<file path="config.mk">
export PLATFORM = sky130hd
export DESIGN_NAME = hicore_ifetch
export DESIGN_NICKNAME = d
export VERILOG_FILES = /design/src/rtl/hicore_ifetch.sv
export SDC_FILE = /design/constraint.sdc
export NUM_CORES = 1
export LEC_CHECK = 0
export ABC_AREA = 1
export CORE_MARGIN = 10
export CORE_UTILIZATION = 47
export CTS_BUF_LIST = sky130_fd_sc_hd__clkbuf_4 sky130_fd_sc_hd__clkbuf_8
export DETAILED_ROUTE_END_ITERATION = 6
export GPL_TIMING_DRIVEN = 0
export PLACE_DENSITY_LB_ADDON = 0.15
export SYNTH_ARGS = -nofsm -noshare
export SYNTH_HDL_FRONTEND = slang
export SYNTH_SLANG_ARGS = --single-unit
</file>
<file path="constraint.sdc">
create_clock -name clk -period 3.6 [get_ports clk]
set_clock_uncertainty 0.2 [all_clocks]
set_input_delay 0.72 -clock clk [delete_from_list [all_inputs] [get_ports clk]]
set_output_delay 0.72 -clock clk [all_outputs]
set_load 0.01 [all_outputs]
</file>
<file path="src/rtl/hicore_ifetch.sv">
// HiCore RV32 instruction-fetch front end: owns the fetch PC, keeps up to OUTS
// word fetches in flight and pairs each in-order response with its PC.
module hicore_ifetch #(
   parameter int unsigned    AW       = 32,
   parameter int unsigned    DW       = 32,
   parameter int unsigned    OUTS     = 2,
   parameter logic [AW-1:0]  RESET_PC = 32'h8000_0000
) (
   input  logic               clk,
   input  logic               rst_n,
   input  logic               redirect_vld,
   input  logic [AW-1:0]      redirect_pc,
   output logic               req_vld,
   input  logic               req_rdy,
   output logic [AW-1:0]      req_addr,
   input  logic               rsp_vld,
   output logic               rsp_rdy,
   input  logic [DW-1:0]      rsp_dat,
   input  logic               rsp_err,
   output logic               o_vld,
   input  logic               o_rdy,
   output logic [DW+AW:0]     o_dat,
   output logic               o_cancel
);

   localparam int unsigned CW = $clog2(OUTS + 1);
   localparam int unsigned PW = (OUTS > 1) ? $clog2(OUTS) : 1;
   localparam logic [CW-1:0] OUTS_C  = CW'(OUTS);
   localparam logic [PW-1:0] PTR_MAX = PW'(OUTS - 1);

   logic [AW-1:0] pc;
   logic [CW-1:0] cnt;
   logic [CW-1:0] scnt;
   logic [PW-1:0] wr_ptr;
   logic [PW-1:0] rd_ptr;
   logic [AW-1:0] pc_fifo [OUTS];

   logic issue;
   logic retire;
   logic busy;

   // Everything is held quiet while reset is asserted, independent of state.
   always_comb begin
      busy     = (cnt != '0);
      req_vld  = rst_n & (cnt < OUTS_C) & ~redirect_vld;
      req_addr = pc;
      o_vld    = rst_n & rsp_vld & busy;
      rsp_rdy  = rst_n & o_rdy & busy;
      o_dat    = {rsp_err, pc_fifo[rd_ptr], rsp_dat};
      o_cancel = rst_n & ((scnt != '0) | redirect_vld);
      issue    = req_vld & req_rdy;
      retire   = rsp_vld & rsp_rdy;
   end

   always_ff @(posedge clk) begin
      if (!rst_n) begin
         pc     <= RESET_PC;
         cnt    <= '0;
         scnt   <= '0;
         wr_ptr <= '0;
         rd_ptr <= '0;
      end else begin
         if (redirect_vld)
            pc <= {redirect_pc[AW-1:2], 2'b00};
         else if (issue)
            pc <= pc + AW'(4);

         if (issue)
            wr_ptr <= (wr_ptr == PTR_MAX) ? '0 : wr_ptr + PW'(1);
         if (retire)
            rd_ptr <= (rd_ptr == PTR_MAX) ? '0 : rd_ptr + PW'(1);

         cnt <= cnt + CW'(issue) - CW'(retire);

         // A redirect stales whatever is still in flight after this cycle.
         if (redirect_vld)
            scnt <= cnt - CW'(retire);
         else if (retire && (scnt != '0))
            scnt <= scnt - CW'(1);
      end
   end

   // PC storage needs no reset; pointers alone define which slots are live.
   always_ff @(posedge clk) begin
      if (issue)
         pc_fifo[wr_ptr] <= pc;
   end

endmodule

</file>
# Word level (Yosys, flattened, before mapping)
# Memory sizes are Yosys's and may differ from the RTL's. A register that Yosys moved wholly into a read port is not among the register bits.
# Index checks and enable logic that the tools add are counted.
# W data, S select, Z words.
# totals
ff_bits	38
ramBits	64
input_bits	71
memories	1
# memory_table
name	words	word_bits	read_ports	rd_clocked_by_memory_dff	write_ports	line_no	source
pc_fifo	2	32	1	1	1	36	logic [AW-1:0] pc_fifo [OUTS];
# classes
addsub	7
order_cmp	1
muxes	10
n_bitwise	12
reduce_logical	6
# op_table
op	n
$mux W32	2
$add A32 B3 Y32 const B	1
$and A1 B1 Y1	9
$reduce_bool A2 Y1	4
$mux W1	6
$mux W2	2
$sub A2 B1 Y2	2
$add A1 B1 Y1 const B	2
$add A2 B1 Y2	1
$lt A2 B2 Y1 const B	1
$not A1 Y1	2
$reduce_or A2 Y1	1
$sub A2 B1 Y2 const B	1
$logic_and A1 B1 Y1	1
$or A1 B1 Y1	1

# Depth between registers and ports, before layout
# Gate-level depths: netlist (run 1).
# logic_depth
word_depth	6
depth_mapped	11
ltp_nobuf	10

# Worst setup path before layout (run 1)
# Ideal clock, no wire load.
# synth_path
path_kind	input to register
start	input port redirect_vld
end	memory pc_fifo[1][10], enable pin
setup_ns	0.420
t_arrival_ns	2.710
required_time_ns	2.980
setup_slack_ns	0.270
path_stages	5
path_buffers	2
cell_sequence	buf_2 nor3_4 nand2_2 buf_6 nor2_1
# synth_between
elab_chain_len	5
# synth_rtl
element	line_no	source
start: declaration	11	input logic redirect_vld,
$not A1 Y1	45	req_vld = rst_n & (cnt < OUTS_C) & ~redirect_vld;
$and A1 B1 Y1	45	
via req_vld	13	output logic req_vld,
$and A1 B1 Y1	51	issue = req_vld & req_rdy;
$mux W1	85	if (issue)
$mux W1 (implied by the code)	86	pc_fifo[wr_ptr] <= pc;
end: declaration	36	
# The timed path passes the listed nets, and every way through them passes these cells.

==> results of run 1 <==
==> layout make-up <==
| class | instances | share of cell area |
|---|---|---|
| Buffer | 53 | 0.0576 |
| Inverter | 37 | 0.0232 |
| Sequential cell | 97 | 0.384 |
| Clock inverter | 6 | 0.00548 |
| Timing Repair Buffer | 132 | 0.205 |
| Tap cell | 136 | 0.0257 |
| Clock buffer | 10 | 0.0198 |
| Multi-Input combinational cell | 339 | 0.280 |
==> worst min path at each step <==
stage / endpoint / cells after the start
floorplan: scnt[0] / 2
global placement: scnt[0] / 2
detailed placement: scnt[0] / 2
CTS: scnt[0] / 2
global route: register / 2
finish: scnt[0] / 2
==> synthesized netlist by cell type, types with 8 or more instances <==
| master | n |
|---|---|
| nand2_1 | 111 |
| clkbuf_1 | 8 |
| nand3_1 | 25 |
| edfxtp_1 | 60 |
| buf_4 | 38 |
| inv_1 | 34 |
| nor2_1 | 63 |
| mux2_2 | 30 |
| a21oi_1 | 45 |
| xor2_1 | 13 |
| o21ai_0 | 9 |
| dfxtp_1 | 37 |
==> where the power goes <==
group / internal, uW / switching, uW / total (uW)
clock: 255 / 371 / 626
sequential: 1220 / 48.5 / 1270
combinational: 211 / 164 / 375
total: 1690 / 583 / 2270
==> state kept, by name, summed over array words and instances (netlist names), named ones only <==
name	flops
cnt	2
wr_ptr	1
pc_fifo	60
scnt	2
rd_ptr	1
req_addr	30
==> per-stage QoR <==
step | worst slack (ps) | instances | utilization | cell area [sq um] | hold slack, ps
after detailed placement | 660 | 794 | 0.631 | 6460 | 293
final | 448 | 810 | 0.648 | 6630 | 316
after CTS | 388 | 810 | 0.648 | 6630 | 307
after global placement | -612 | 792 | 0.624 | 6390 | 265
after global routing | 316 | 810 | 0.648 | 6630 | 343
after floorplan | 270 | 526 | - | 4920 | 257
==> cells by family after synthesis <==
kind of cell	after synthesis	synth area share
flops	97	0.518
xor+xnor	14	0.0250
mux	30	0.0689
compound gates	69	0.0773
other cells	1	0.000764
simple gates	217	0.188
buf+inv	90	0.109
fa+ha+maj	5	0.0128
==> critical path, cell delays in order (launching register included) <==
cell and delay (ps):
dfxtp_1 470, clkbuf_1 500, mux2_2 400, clkdlybuf4s50_1 490
==> per-layer routing <==
layer / wire length [microns] / track usage / part of all wire / vias up
met5: 0 / 0 / 0 / -
li1: - / - / - / 2002
met4: 84 / 0.0368 / 0.0059 / 0
met3: 1670 / 0.0833 / 0.12 / 8
met1: 5910 / 0.228 / 0.41 / 1927
met2: 6590 / 0.308 / 0.46 / 182
==> run_results.csv, run 1 <==
group,metric,value,unit
outcome,status,"finished clean",
global_routing,grt_pass1_wl,22000,microns
logic_synthesis,synth_top_cell_by_area,"edfxtp_1",
clocking,htreeDepth,3,
layout,regArea,0.00254,sq mm
drt,wirelength,14200,microns
timing,setup_viol,0,
layout,area_delta_synth_final,35.1,%
drt,ant_nets,0,
clocking,clock_path_buffers,2,
layout,insertedDiodeCount,0,
logic_synthesis,ys_ff_latch,97,
layout,fillers,822,
logic_synthesis,synth_ff_type,"edfxtp_1",
timing,fmax,317,MHz
clocking,cts_resized,0,
timing,grt_setup_unrepaired,"no",
floorplan,die-area,0.0149,sq mm
timing,min_period,3150,ps
logic_synthesis,synth_edf_count,60,
floorplan,io_pins,172,
critical_path,r2r-start,"cnt[1]",
logic_synthesis,synth.top_cell.area_share,0.367,
timing,tns,0,ps
global_routing,track_usage,0.189,
clocking,clk_pin_slew,90,ps
drt,wire_per_inst,17.6,microns
critical_path,regToRegEndpoint,"cnt[1]",
global_routing,grt_start_max_net_pins,19,
critical_path,critical_path.startpoint_type,"register",
floorplan,core_area,0.0102,sq mm
clocking,cts_hold_buf,0,
drt,drtPass1Iterations,5,
power,leakage,0.00245,uW
critical_path,crit_end,"o_dat[34]",
timing,tightest_slew,679,ps
layout,final_cell_mix,"130 x clkdlybuf4s50_1, 111 x nand2_1, 61 x nor2_1, 60 x edfxtp_1, 45 x a21oi_1",
logic_synthesis,netlist_top_cells_area,"edfxtp_1 37%, dfxtp_1 15%, nand2_1 8.5%, mux2_2 6.9%, buf_4 5.8%",
power,pwr_density_cell,343,mW/mm^2
layout,drive_gt1_frac,0.166,
critical_path,arrival,2230,ps
floorplan,start_util,0.480,
timing,final_hold_viol_count,0,
logic_synthesis,synth_cells,523,
timing,slew_viol_final,0,
global_routing,grt_pass1_vias,4261,
power,report.power.total,2270,uW
floorplan,die_y,122,microns
placement,port_buffers,130,
timing,finalCritPeriodShare,0.876,
clocking,cts-root-buf,"clkbuf_8",
clocking,numCtsBuffers,9,
critical_path,ff2ff_path_depth,9,
logic_synthesis,ys_types,38,
placement,hpwl,11100,microns
logic_synthesis,async_flop_share,0,
layout,nNetsFinal,745,
placement,gp_congestion,0.871,
critical_path,required,2680,ps
clocking,postCtsSetupBuffers,0,
clocking,cts_tree,"yes",
clocking,clock_sinks,97,
critical_path,r2r_slack,1510,ps
critical_path,cp-end-kind,"output port",
clocking,insertion_delay,380,ps
worst_hold_path,hold_start,"scnt[0]",
layout,layout_commonest_cell,"clkdlybuf4s50_1",
global_routing,antenna_found_initial,0,
power,irDropWorstVdd,174,uV
critical_path,worst-path-max-fanout,10,
worst_hold_path,hold_class,"reg2reg",
drt,drtIter0Drc,353,
logic_synthesis,ys_warn_count,0,
timing,relSlewSlack,0.547,
floorplan,fp.dieW,122,microns
critical_path,critPathKind,"reg2out",
drt,num_vias,4119,
global_routing,gr-total-overflow,0,
floorplan,rows,37,
layout,multi_input_area,0.00185,sq mm
logic_synthesis,seq_area_frac_synth,0.518,
drt,via_per_inst,5.09,
job,cap_violations,0,
logic_synthesis,netlist_area,0.00491,sq mm
drt,drc,0,
logic_synthesis,syn_avg_cell_area,9.38,sq um
Power figures use the tool's default switching activity.
==> inputs of run 2 (changes only) <==
- CORE_ASPECT_RATIO: default -> 0.75
==> run 2 against run 1 <==
Net effect:
- die area rose by 0.29%
- flip-flop and latch count did not move
- clock-buffer cell count did not move
- setup slack improved by 52 ps
- clock power rose by 19%
- largest cell class unchanged
- utilization rose by 0.27 points
- critical path depth did not move
- non-clock buffer count did not move
- design area rose by 0.60%
- sequential share of layout area fell by 0.23 points
- critical path type unchanged
- highest routed layer unchanged
- combinational power barely moved
- final cell count did not move
==> run_results.csv, run 2 (synthesis gave the netlist of run 1 again) <==
group,metric,value,unit
timing,slew_viol_final,0,
floorplan,start_util,0.479,
drt,ant_nets,0,
timing,grt_setup_unrepaired,"no",
global_routing,antenna_found_initial,0,
critical_path,ff2ff_path_depth,5,
worst_hold_path,hold_class,"reg2reg",
layout,insertedDiodeCount,0,
global_routing,track_usage,0.189,
floorplan,die_y,108,microns
power,pwr_density_cell,359,mW/mm^2
power,p_sw_frac,0.258,
clocking,cts_tree,"yes",
timing,setup_viol,0,
critical_path,critical_path.startpoint_type,"register",
drt,wl_met1,5910,microns
job,cap_violations,0,
layout,final_util,0.650,
power,pwr-share-seq,0.531,
outcome,status,"finished clean",
critical_path,critPathMaxStageDelay,530,ps
timing,worst_slack,499,ps
placement,placed_area,0.00646,sq mm
layout,finalInstanceArea,0.00667,sq mm
critical_path,arrival,2180,ps
critical_path,critPathKind,"reg2out",
drt,num_vias,4123,
drt,wirelength,14400,microns
layout,area_delta_synth_final,35.9,%
clocking,numCtsBuffers,9,
timing,min_period,3100,ps
global_routing,grt_pass1_wl,22000,microns
layout,final_cell_mix,"130 x clkdlybuf4s50_1, 111 x nand2_1, 61 x nor2_1, 60 x edfxtp_1, 45 x a21oi_1",
clocking,clock_sinks,97,
global_routing,grt_pass1_vias,4151,
placement,preCtsSetupSlack,673,ps
critical_path,slowest_stage,"clkbuf_1",
drt,met3_length,1730,microns
clocking,cts-root-buf,"clkbuf_8",
critical_path,cp-end-kind,"output port",
timing,fmax,323,MHz
drt,top_layer,"met4",
clocking,clock_path_buffers,2,
floorplan,rows,32,
floorplan,die-area,0.0150,sq mm
critical_path,worst-path-max-fanout,10,
power,leakage,0.00246,uW
layout,largest_reg_flops,60,
global_routing,grt_start_max_net_pins,19,
global_routing,gr-total-overflow,0,
drt,drc,0,
drt,drtIter0Drc,322,
power,p_int,1770,uW
clocking,htreeDepth,3,
clocking,postCtsSetupBuffers,0,
drt,drtPass1Iterations,5,
timing,final_hold_viol_count,0,
clocking,insertion_delay,360,ps
drt,detailroute.wirelength.met2,6650,microns
floorplan,fp.dieW,138,microns
clocking,cts_hold_buf,0,
power,pwr-share-clk,0.311,
drt,wire_per_inst,17.8,microns
placement,port_buffers,130,
timing,relSlewSlack,0.559,
power,power.switching,618,uW
floorplan,core_area,0.0102,sq mm
critical_path,required,2680,ps
critical_path,crit_chain,"clkbuf_1 -> mux2_2 -> clkdlybuf4s50_1",
power,power_frac_comb,0.158,
worst_hold_path,holdPathStages,2,
timing,finalCritPeriodShare,0.861,
drt,via_per_inst,5.09,
layout,largest-register,"pc_fifo",
floorplan,io_pins,172,
layout,nNetsFinal,745,
placement,gp_congestion,0.880,
placement,hpwl,11300,microns
clocking,cts_resized,0,
layout,drive_gt1_frac,0.166,
clocking,clk_pin_slew,90,ps
power,irDropWorstVdd,186,uV
layout,layout_commonest_cell,"clkdlybuf4s50_1",
timing,tightest_slew,662,ps
==> run 2: power groups by stage <==
| stage | combinational, uW | sequential [uW] | clock [uW] |
|---|---|---|---|
| after floorplan | 174 | 1290 | 0 |
| after global placement | 369 | 1290 | 0 |
| after detailed placement | 379 | 1300 | 0 |
| after CTS | 381 | 1270 | 753 |
| after global routing | 408 | 1280 | 799 |
| final | 378 | 1270 | 743 |
==> run 2: worst paths after layout <==
check | start | end | slack [ps]
worst max-delay path | register | o_dat[57] | 500
worst min-delay path | rd_ptr | rd_ptr | 320
worst max register to register | cnt[1] | pc_fifo[1][5] | 1490
worst min register to register | rd_ptr | rd_ptr | 320
==> run 2: final cells by class <==
cell class | count | area, sq um
fillers | 878 | 3580
flip-flops and latches | 97 | 2540
multi-input cells | 339 | 1850
repair buffers | 132 | 1360
plain buffers | 53 | 382
well taps | 136 | 170
inverters | 37 | 154
clock buffers | 10 | 131
clock inverters | 6 | 76.3
==> run 2: metrics by stage <==
stage,setup TNS (ps),hold slack (ps),cells,total power [uW]
2_1_floorplan,0,257,526,1460
3_3_place_gp,-41890,267,792,1660
3_5_place_dp,0,300,794,1670
4_1_cts,0,322,810,2400
5_1_grt,0,347,810,2490
6_report,0,321,810,2390
==> run 2: per-layer routing <==
| layer | up-vias | GRT usage |
|---|---|---|
| met4 | 0 | 0.0475 |
| met1 | 1888 | 0.236 |
| met5 | - | 0 |
| li1 | 1993 | - |
| met3 | 18 | 0.0751 |
| met2 | 224 | 0.300 |
==> run 2: worst max-delay path, delay by kind of cell (launching register included) <==
family	cells	cell delay [ps]
buffers and inverters	2	1030
flip-flops	1	370
multiplexers	1	410
==> inputs of run 3 (changes only) <==
- HOLD_SLACK_MARGIN: default -> 0.03
==> results of run 3 <==
The final DEF is identical to that of run 2; final timing and power are the same.
